==> src/rtl/mem_arbiter_pkg.sv <==
// Shared types and lane helpers for the fetch/LSU memory arbiter.
// Covers access sizes, FSM states, the round-robin owner, alignment checks, load extraction and store merging.
package mem_pkg;

  typedef enum logic [1:0] {
    SZ_B = 2'd0,
    SZ_H = 2'd1,
    SZ_W = 2'd2
  } size_t;

  typedef enum logic {
    ST_IDLE   = 1'b0,
    ST_RMW_WR = 1'b1
  } state_t;

  typedef enum logic {
    REQ_IF  = 1'b0,
    REQ_LSU = 1'b1
  } requester_t;

  // Size encoding 3 is never a legal access, so it reports as misaligned.
  function automatic logic misaligned(input logic [1:0] offset, input logic [1:0] size);
    case (size)
      SZ_B:    misaligned = 1'b0;
      SZ_H:    misaligned = offset[0];
      SZ_W:    misaligned = (offset != 2'b00);
      default: misaligned = 1'b1;
    endcase
  endfunction

  function automatic logic [31:0] extract_load(input logic [31:0] word,
                                               input logic [1:0]  offset,
                                               input logic [1:0]  size,
                                               input logic        unsigned_ld);
    logic [31:0] shifted;
    shifted = word >> {offset, 3'b000};
    case (size)
      SZ_B:    extract_load = unsigned_ld ? {24'b0, shifted[7:0]}
                                          : {{24{shifted[7]}}, shifted[7:0]};
      SZ_H:    extract_load = unsigned_ld ? {16'b0, shifted[15:0]}
                                          : {{16{shifted[15]}}, shifted[15:0]};
      default: extract_load = shifted;
    endcase
  endfunction

  // Replace the addressed byte (B) or halfword (H) lanes of old_word with the right-aligned store data.
  function automatic logic [31:0] merge_lanes(input logic [31:0] old_word,
                                              input logic [15:0] wdata,
                                              input logic [1:0]  offset,
                                              input logic [1:0]  size);
    logic [31:0] merged;
    merged = old_word;
    for (int i = 0; i < 4; i++) begin
      if (size == SZ_B && offset == 2'(i)) begin
        merged[8*i +: 8] = wdata[7:0];
      end else if (size == SZ_H && offset[1] == (i >= 2)) begin
        merged[8*i +: 8] = wdata[8*(i%2) +: 8];
      end
    end
    return merged;
  endfunction

endpackage

==> src/rtl/mem_arbiter_if.sv <==
// Request/response and memory-side signals of the fetch/LSU memory arbiter.
// The slave modport is the arbiter; master is the surrounding core plus the memory block.
interface mem_arbiter_if;
  logic        if_req_i;
  logic [31:0] if_addr_i;
  logic        if_gnt_o;
  logic        if_rvalid_o;
  logic [31:0] if_rdata_o;
  logic        if_err_o;

  logic        lsu_req_i;
  logic        lsu_we_i;
  logic [1:0]  lsu_size_i;
  logic        lsu_unsigned_i;
  logic [31:0] lsu_addr_i;
  logic [31:0] lsu_wdata_i;
  logic        lsu_gnt_o;
  logic        lsu_rvalid_o;
  logic [31:0] lsu_rdata_o;
  logic        lsu_err_o;

  logic        mem_r_en_o;
  logic [31:0] mem_addr_r_o;
  logic [31:0] mem_data_r_i;
  logic        mem_wr_en_o;
  logic [31:0] mem_addr_w_o;
  logic [31:0] mem_data_w_o;

  modport slave (
    input  if_req_i, if_addr_i,
    output if_gnt_o, if_rvalid_o, if_rdata_o, if_err_o,
    input  lsu_req_i, lsu_we_i, lsu_size_i, lsu_unsigned_i, lsu_addr_i, lsu_wdata_i,
    output lsu_gnt_o, lsu_rvalid_o, lsu_rdata_o, lsu_err_o,
    output mem_r_en_o, mem_addr_r_o,
    input  mem_data_r_i,
    output mem_wr_en_o, mem_addr_w_o, mem_data_w_o
  );

  modport master (
    output if_req_i, if_addr_i,
    input  if_gnt_o, if_rvalid_o, if_rdata_o, if_err_o,
    output lsu_req_i, lsu_we_i, lsu_size_i, lsu_unsigned_i, lsu_addr_i, lsu_wdata_i,
    input  lsu_gnt_o, lsu_rvalid_o, lsu_rdata_o, lsu_err_o,
    input  mem_r_en_o, mem_addr_r_o,
    output mem_data_r_i,
    input  mem_wr_en_o, mem_addr_w_o, mem_data_w_o
  );
endinterface

==> src/rtl/mem_arbiter.sv <==
// Round-robin arbiter sharing one word memory between instruction fetch and the LSU.
// Sub-word stores are done as a read-modify-write across two cycles.
module mem_arbiter
  import mem_pkg::*;
#(
  parameter int unsigned MEM_ROWS = 512
) (
  input logic          clk_i,
  input logic          rst_i,
  mem_arbiter_if.slave bus
);

  localparam logic [31:0] ADDR_LIMIT = 32'(MEM_ROWS * 4);

  state_t      state_q, state_d;
  requester_t  rr_last_q, rr_last_d;
  logic        if_rvalid_q, if_rvalid_d;
  logic        if_err_q, if_err_d;
  logic        lsu_rvalid_q, lsu_rvalid_d;
  logic        lsu_err_q, lsu_err_d;
  logic        lsu_load_q, lsu_load_d;
  logic [1:0]  lsu_off_q, lsu_off_d;
  logic [1:0]  lsu_size_q, lsu_size_d;
  logic        lsu_uns_q, lsu_uns_d;
  logic [29:0] rmw_word_q, rmw_word_d;
  logic [15:0] rmw_wdata_q, rmw_wdata_d;

  logic        pick_if, pick_lsu;
  logic        if_bad, lsu_bad;
  logic        if_gnt, lsu_gnt;
  logic        mem_r_en, mem_wr_en;
  logic [31:0] mem_addr_r, mem_addr_w, mem_data_w;

  assign if_bad  = (bus.if_addr_i[1:0] != 2'b00) || (bus.if_addr_i >= ADDR_LIMIT);
  assign lsu_bad = misaligned(bus.lsu_addr_i[1:0], bus.lsu_size_i) ||
                   (bus.lsu_addr_i >= ADDR_LIMIT);

  // On a conflict the requester that was not granted last time wins.
  assign pick_if  = (state_q == ST_IDLE) && bus.if_req_i &&
                    (!bus.lsu_req_i || rr_last_q == REQ_LSU);
  assign pick_lsu = (state_q == ST_IDLE) && bus.lsu_req_i && !pick_if;

  always_comb begin
    state_d      = state_q;
    rr_last_d    = rr_last_q;
    if_rvalid_d  = 1'b0;
    if_err_d     = 1'b0;
    lsu_rvalid_d = 1'b0;
    lsu_err_d    = 1'b0;
    lsu_load_d   = 1'b0;
    lsu_off_d    = lsu_off_q;
    lsu_size_d   = lsu_size_q;
    lsu_uns_d    = lsu_uns_q;
    rmw_word_d   = rmw_word_q;
    rmw_wdata_d  = rmw_wdata_q;
    if_gnt       = 1'b0;
    lsu_gnt      = 1'b0;
    mem_r_en     = 1'b0;
    mem_addr_r   = '0;
    mem_wr_en    = 1'b0;
    mem_addr_w   = '0;
    mem_data_w   = '0;

    case (state_q)
      ST_IDLE: begin
        if (pick_if) begin
          if_gnt      = 1'b1;
          rr_last_d   = REQ_IF;
          if_rvalid_d = 1'b1;
          if (if_bad) begin
            if_err_d = 1'b1;
          end else begin
            mem_r_en   = 1'b1;
            mem_addr_r = {bus.if_addr_i[31:2], 2'b00};
          end
        end else if (pick_lsu) begin
          lsu_gnt    = 1'b1;
          rr_last_d  = REQ_LSU;
          lsu_off_d  = bus.lsu_addr_i[1:0];
          lsu_size_d = bus.lsu_size_i;
          lsu_uns_d  = bus.lsu_unsigned_i;
          if (lsu_bad) begin
            lsu_rvalid_d = 1'b1;
            lsu_err_d    = 1'b1;
          end else if (!bus.lsu_we_i) begin
            mem_r_en     = 1'b1;
            mem_addr_r   = {bus.lsu_addr_i[31:2], 2'b00};
            lsu_load_d   = 1'b1;
            lsu_rvalid_d = 1'b1;
          end else if (bus.lsu_size_i == SZ_W) begin
            mem_wr_en    = 1'b1;
            mem_addr_w   = {bus.lsu_addr_i[31:2], 2'b00};
            mem_data_w   = bus.lsu_wdata_i;
            lsu_rvalid_d = 1'b1;
          end else begin
            // Fetch the old word now; the merge and write happen next cycle.
            mem_r_en    = 1'b1;
            mem_addr_r  = {bus.lsu_addr_i[31:2], 2'b00};
            rmw_word_d  = bus.lsu_addr_i[31:2];
            rmw_wdata_d = bus.lsu_wdata_i[15:0];
            state_d     = ST_RMW_WR;
          end
        end
      end
      ST_RMW_WR: begin
        mem_wr_en    = 1'b1;
        mem_addr_w   = {rmw_word_q, 2'b00};
        mem_data_w   = merge_lanes(bus.mem_data_r_i, rmw_wdata_q, lsu_off_q, lsu_size_q);
        lsu_rvalid_d = 1'b1;
        state_d      = ST_IDLE;
      end
      default: state_d = ST_IDLE;
    endcase

    // Reset must suppress side effects immediately, including an in-flight RMW write.
    if (rst_i) begin
      if_gnt    = 1'b0;
      lsu_gnt   = 1'b0;
      mem_r_en  = 1'b0;
      mem_wr_en = 1'b0;
    end
  end

  always_ff @(posedge clk_i) begin
    if (rst_i) begin
      state_q      <= ST_IDLE;
      rr_last_q    <= REQ_LSU;
      if_rvalid_q  <= 1'b0;
      if_err_q     <= 1'b0;
      lsu_rvalid_q <= 1'b0;
      lsu_err_q    <= 1'b0;
      lsu_load_q   <= 1'b0;
      lsu_off_q    <= 2'b00;
      lsu_size_q   <= 2'b00;
      lsu_uns_q    <= 1'b0;
      rmw_word_q   <= '0;
      rmw_wdata_q  <= '0;
    end else begin
      state_q      <= state_d;
      rr_last_q    <= rr_last_d;
      if_rvalid_q  <= if_rvalid_d;
      if_err_q     <= if_err_d;
      lsu_rvalid_q <= lsu_rvalid_d;
      lsu_err_q    <= lsu_err_d;
      lsu_load_q   <= lsu_load_d;
      lsu_off_q    <= lsu_off_d;
      lsu_size_q   <= lsu_size_d;
      lsu_uns_q    <= lsu_uns_d;
      rmw_word_q   <= rmw_word_d;
      rmw_wdata_q  <= rmw_wdata_d;
    end
  end

  assign bus.if_gnt_o     = if_gnt;
  assign bus.lsu_gnt_o    = lsu_gnt;
  assign bus.mem_r_en_o   = mem_r_en;
  assign bus.mem_addr_r_o = mem_addr_r;
  assign bus.mem_wr_en_o  = mem_wr_en;
  assign bus.mem_addr_w_o = mem_addr_w;
  assign bus.mem_data_w_o = mem_data_w;

  // Read data comes straight from the registered memory output, gated to zero unless a good read completes.
  assign bus.if_rvalid_o  = if_rvalid_q;
  assign bus.if_err_o     = if_err_q;
  assign bus.if_rdata_o   = (if_rvalid_q && !if_err_q) ? bus.mem_data_r_i : 32'h0;
  assign bus.lsu_rvalid_o = lsu_rvalid_q;
  assign bus.lsu_err_o    = lsu_err_q;
  assign bus.lsu_rdata_o  = lsu_load_q ? extract_load(bus.mem_data_r_i, lsu_off_q, lsu_size_q, lsu_uns_q)
                                       : 32'h0;

endmodule
==> src/flat_wrapper.sv <==
// flat-port wrapper written by rule: the top's interface ports become plain ports
module mem_arbiter_flat import mem_pkg::*;
#(
  parameter int unsigned MEM_ROWS = 512
)
  (clk_i, rst_i, bus_if_req_i, bus_if_addr_i, bus_if_gnt_o, bus_if_rvalid_o, bus_if_rdata_o, bus_if_err_o, bus_lsu_req_i, bus_lsu_we_i, bus_lsu_size_i, bus_lsu_unsigned_i, bus_lsu_addr_i, bus_lsu_wdata_i, bus_lsu_gnt_o, bus_lsu_rvalid_o, bus_lsu_rdata_o, bus_lsu_err_o, bus_mem_r_en_o, bus_mem_addr_r_o, bus_mem_data_r_i, bus_mem_wr_en_o, bus_mem_addr_w_o, bus_mem_data_w_o);
  mem_arbiter_if bus_i ();
  input logic clk_i;
  input logic rst_i;
  input wire logic [$bits(bus_i.if_req_i)-1:0] bus_if_req_i;
  input wire logic [$bits(bus_i.if_addr_i)-1:0] bus_if_addr_i;
  output wire logic [$bits(bus_i.if_gnt_o)-1:0] bus_if_gnt_o;
  output wire logic [$bits(bus_i.if_rvalid_o)-1:0] bus_if_rvalid_o;
  output wire logic [$bits(bus_i.if_rdata_o)-1:0] bus_if_rdata_o;
  output wire logic [$bits(bus_i.if_err_o)-1:0] bus_if_err_o;
  input wire logic [$bits(bus_i.lsu_req_i)-1:0] bus_lsu_req_i;
  input wire logic [$bits(bus_i.lsu_we_i)-1:0] bus_lsu_we_i;
  input wire logic [$bits(bus_i.lsu_size_i)-1:0] bus_lsu_size_i;
  input wire logic [$bits(bus_i.lsu_unsigned_i)-1:0] bus_lsu_unsigned_i;
  input wire logic [$bits(bus_i.lsu_addr_i)-1:0] bus_lsu_addr_i;
  input wire logic [$bits(bus_i.lsu_wdata_i)-1:0] bus_lsu_wdata_i;
  output wire logic [$bits(bus_i.lsu_gnt_o)-1:0] bus_lsu_gnt_o;
  output wire logic [$bits(bus_i.lsu_rvalid_o)-1:0] bus_lsu_rvalid_o;
  output wire logic [$bits(bus_i.lsu_rdata_o)-1:0] bus_lsu_rdata_o;
  output wire logic [$bits(bus_i.lsu_err_o)-1:0] bus_lsu_err_o;
  output wire logic [$bits(bus_i.mem_r_en_o)-1:0] bus_mem_r_en_o;
  output wire logic [$bits(bus_i.mem_addr_r_o)-1:0] bus_mem_addr_r_o;
  input wire logic [$bits(bus_i.mem_data_r_i)-1:0] bus_mem_data_r_i;
  output wire logic [$bits(bus_i.mem_wr_en_o)-1:0] bus_mem_wr_en_o;
  output wire logic [$bits(bus_i.mem_addr_w_o)-1:0] bus_mem_addr_w_o;
  output wire logic [$bits(bus_i.mem_data_w_o)-1:0] bus_mem_data_w_o;
  assign bus_i.if_req_i = bus_if_req_i;
  assign bus_i.if_addr_i = bus_if_addr_i;
  assign bus_if_gnt_o = bus_i.if_gnt_o;
  assign bus_if_rvalid_o = bus_i.if_rvalid_o;
  assign bus_if_rdata_o = bus_i.if_rdata_o;
  assign bus_if_err_o = bus_i.if_err_o;
  assign bus_i.lsu_req_i = bus_lsu_req_i;
  assign bus_i.lsu_we_i = bus_lsu_we_i;
  assign bus_i.lsu_size_i = bus_lsu_size_i;
  assign bus_i.lsu_unsigned_i = bus_lsu_unsigned_i;
  assign bus_i.lsu_addr_i = bus_lsu_addr_i;
  assign bus_i.lsu_wdata_i = bus_lsu_wdata_i;
  assign bus_lsu_gnt_o = bus_i.lsu_gnt_o;
  assign bus_lsu_rvalid_o = bus_i.lsu_rvalid_o;
  assign bus_lsu_rdata_o = bus_i.lsu_rdata_o;
  assign bus_lsu_err_o = bus_i.lsu_err_o;
  assign bus_mem_r_en_o = bus_i.mem_r_en_o;
  assign bus_mem_addr_r_o = bus_i.mem_addr_r_o;
  assign bus_i.mem_data_r_i = bus_mem_data_r_i;
  assign bus_mem_wr_en_o = bus_i.mem_wr_en_o;
  assign bus_mem_addr_w_o = bus_i.mem_addr_w_o;
  assign bus_mem_data_w_o = bus_i.mem_data_w_o;
  mem_arbiter #(.MEM_ROWS(MEM_ROWS)) u_core (.clk_i(clk_i), .rst_i(rst_i), .bus(bus_i));
endmodule
==> config.mk <==
export PLATFORM = sky130hd
export DESIGN_NAME = mem_arbiter_flat
export DESIGN_NICKNAME = d
export VERILOG_FILES = /design/src/rtl/mem_arbiter_pkg.sv /design/src/rtl/mem_arbiter_if.sv /design/src/rtl/mem_arbiter.sv /design/src/flat_wrapper.sv
export SDC_FILE = /design/constraint.sdc
export NUM_CORES = 1
export LEC_CHECK = 0
export CAP_MARGIN = 15
export CORE_AREA = 2 2 117 119
export DETAILED_ROUTE_END_ITERATION = 8
export DIE_AREA = 0 0 119 121
export MAX_ROUTING_LAYER = met4
export PLACE_DENSITY = 0.79
export SYNTH_ARGS = -nofsm -noshare
export SYNTH_HDL_FRONTEND = slang
export SYNTH_SLANG_ARGS = --single-unit
==> constraint.sdc <==
create_clock -name clk_i -period 5.11 [get_ports clk_i]
set_input_delay 0.7665 -clock clk_i [delete_from_list [all_inputs] [get_ports clk_i]]
set_output_delay 0.7665 -clock clk_i [all_outputs]
set_load 0.01 [all_outputs]
==> qor.yml <==
floorplanning:
  start_util: 0.351
  io_pins: 304
  rows: 42
  die_w_microns: 119
  core_area_sq_um: 13100
  die-area_sq_um: 14400
  die_h_microns: 121
sta:
  layout_setup_ws_ns: 0.812
  setup-tns-final_ns: 0
  period_minus_slack_ns: 4.30
  setup_viol: 0
  min_period_over_period: 0.841
  fmax_mhz: 233
  tightest_slew_ns: 0.813
  rsz0062_at_grt: "false"
  hold_viol_final: 0
  drv_slew: 0
  clock_skew_ns: 0.00833
  slew_headroom: 0.456
logic_synthesis:
  yosysWarningCount: 0
  synthFlopType: "dfxtp_1"
  synth-seq-cells: 58
  synth_mux_area_frac: 0.147
  synth-simple-area-share: 0.262
  yosysTopAreaCell: "dfxtp_1"
  synth_compound_area_frac: 0.246
  synth_xor_area_frac: 0
  seq_area_frac_synth: 0.253
  synthCells: 573
  async_flop_share: 0
  synth.avg_cell_area_sq_um: 8.02
  synth_top_cell_area_share: 0.253
  synth_top_family_by_area: "simple AND/OR/NAND/NOR gates"
  synthAdderAreaFrac: 0
  synth_edf_count: 0
  ys_top_cells_by_area: "dfxtp_1, and2_1, a22o_1"
  netlist_area_sq_um: 4590
  synthDistinctLibCells: 43
status:
  status: "finished clean"
finish:
  drive_gt1_frac: 0.0821
  finalNetCount: 959
  area_growth_pct: 69.5
  diodes: 0
  final_cell_mix: "clkdlybuf4s50_1, and2_1, dfxtp_1, a22o_1, a21oi_1"
  finalNonFillerCells: 1004
  mostFrequentLayoutCell: "clkdlybuf4s50_1"
min_path:
  hold_path_depth: 1
  hold_path.class: "flop to flop"
  worst_hold_path.endpoint: "u_core.rmw_word_q[14]"
  min_from: "u_core.rmw_word_q[14]"
cts:
  clkLatencyLatePin_ns: 0.31
  clock_sinks: 58
  cts.repair.resized: 0
  htree_levels: 3
  cts_buffers: 9
  ctsHoldBuffers: 0
  ctsRootBufferMaster: "clkbuf_16"
  cts_tree: "yes"
  clkTransAtPathRegs_ns: 0.06
  cts_setup_buffers: 0
  max-clock-path-buffers: 2
power_and_ir_drop:
  ir_worst_vdd_v: 0.000170
  p_leak_uw: 0.00302
  powerDensity_nw_per_um2: 188
critical_path:
  r2r-start: "u_core.state_q"
  critical_path_class: "primary input to output pin"
  worst-path-max-fanout: 16
  arrival_ns: 3.53
  r2r_cells: 6
  reg2reg_to: "u_core.rmw_word_q[20]"
  r2r_slack_ns: 3.45
  cp-start-kind: "primary input"
  critPathCaptureType: "output pin"
  required_ns: 4.34
global_routing:
  overflow: 0
  grt-busiest-layer: "met2"
  grt_pass1_vias: 5130
  antenna_found_initial: 0
  gr-usage-met3: 0.0536
  grt_max_degree: 68
  use_met2: 0.404
  grt_usage: 0.254
  grt_first_pass_wirelength_mm: 28.6
  use_met1: 0.330
detailed_routing:
  drt_iter0_drc: 354
  drt_wl_total_mm: 18.3
  wl_per_cell_microns: 18.2
  routed_via_density: 5.25
  vias: 5269
  drtPass1Iterations: 5
  drc_errors: 0
  ant_nets: 0
place:
  place_ws_ns: 0.825
  dp_hpwl_mm: 14.2
  gp_congestion: 0.907
  portBuffers: 278
  dp.cells: 988
run:
  cap_violations: 0
[area by class of cell]
class                   count  area [sq um]
fillers                  1168          5300
multi-input cells         458          3120
repair buffers            296          2930
flip-flops and latches     58          1160
clock buffers               9           225
well taps                 176           220
clock inverters             7           125
[cells by family after synthesis]
family | after synthesis
buffers and inverters | 81
multiplexers | 63
AO/OA/AOI/OAI | 158
other | 1
flip-flops | 58
AND/OR/NAND/NOR | 212
[worst max-delay path: stages]
cell and delay (ns):
clkdlybuf4s50_1 0.63, mux2i_1 0.17, mux4_2 0.46, or4b_1 0.72, o21ai_0 0.21, clkdlybuf4s50_1 0.58
[metrics by stage]
stage               hold WS (ns)  cell area (sq um)  utilization  power (uW)
finish                     0.451               7790        0.595        1470
global route               0.470               7790        0.595        1530
CTS                        0.455               7790        0.595        1480
detailed placement         0.435               7440        0.568         774
global placement           0.433               7440        0.568         773
floorplan                  0.421               4680            -         608
[worst max path at each step]
stage,startpoint,end,cells after the start
floorplan,bus_lsu_addr_i[31],bus_mem_addr_r_o[10],4
global placement,bus_mem_data_r_i[31],bus_lsu_rdata_o[21],6
detailed placement,bus_mem_data_r_i[31],bus_lsu_rdata_o[21],6
CTS,bus_mem_data_r_i[31],bus_lsu_rdata_o[21],6
global route,bus_lsu_addr_i[19],bus_mem_data_w_o[8],7
finish,bus_mem_data_r_i[31],bus_lsu_rdata_o[21],6
[power by group]
part           total (uW)  internal, uW  switching, uW
clock                 701           480            221
combinational         304           169            134
sequential            463           457           5.95
total                1470          1110            361
[metal layers]
layer,share of wire,vias to the layer above
li1,-,2558
met1,0.45,2458
met2,0.48,228
met3,0.058,25
met4,0.018,0
met5,0,-
[cells in the mapped netlist (4+ instances only)]
master	instances
and2_1	81
dfxtp_1	58
a22o_1	50
clkbuf_1	47
a21oi_1	42
mux2i_1	38
nor2_1	35
nand2_1	28
nand4_1	28
buf_4	25
o31ai_1	25
mux2_2	24
o21ai_0	15
nor4_1	9
a21boi_0	8
o211a_1	7
nand3b_1	6
buf_2	5
nand2b_1	5
nor3_1	5
nor2b_1	4
[registers in the layout, indices dropped and copies added, names as in the netlist]
name                     cells
u_core.rmw_word_q           30
u_core.rmw_wdata_q          16
u_core.lsu_off_q             2
u_core.lsu_size_q            2
u_core.bus.if_err_o          1
u_core.bus.if_rvalid_o       1
u_core.bus.lsu_err_o         1
u_core.bus.lsu_rvalid_o      1
u_core.lsu_load_q            1
u_core.lsu_uns_q             1
u_core.rr_last_q             1
u_core.state_q               1
Power figures use the tool's default switching activity.
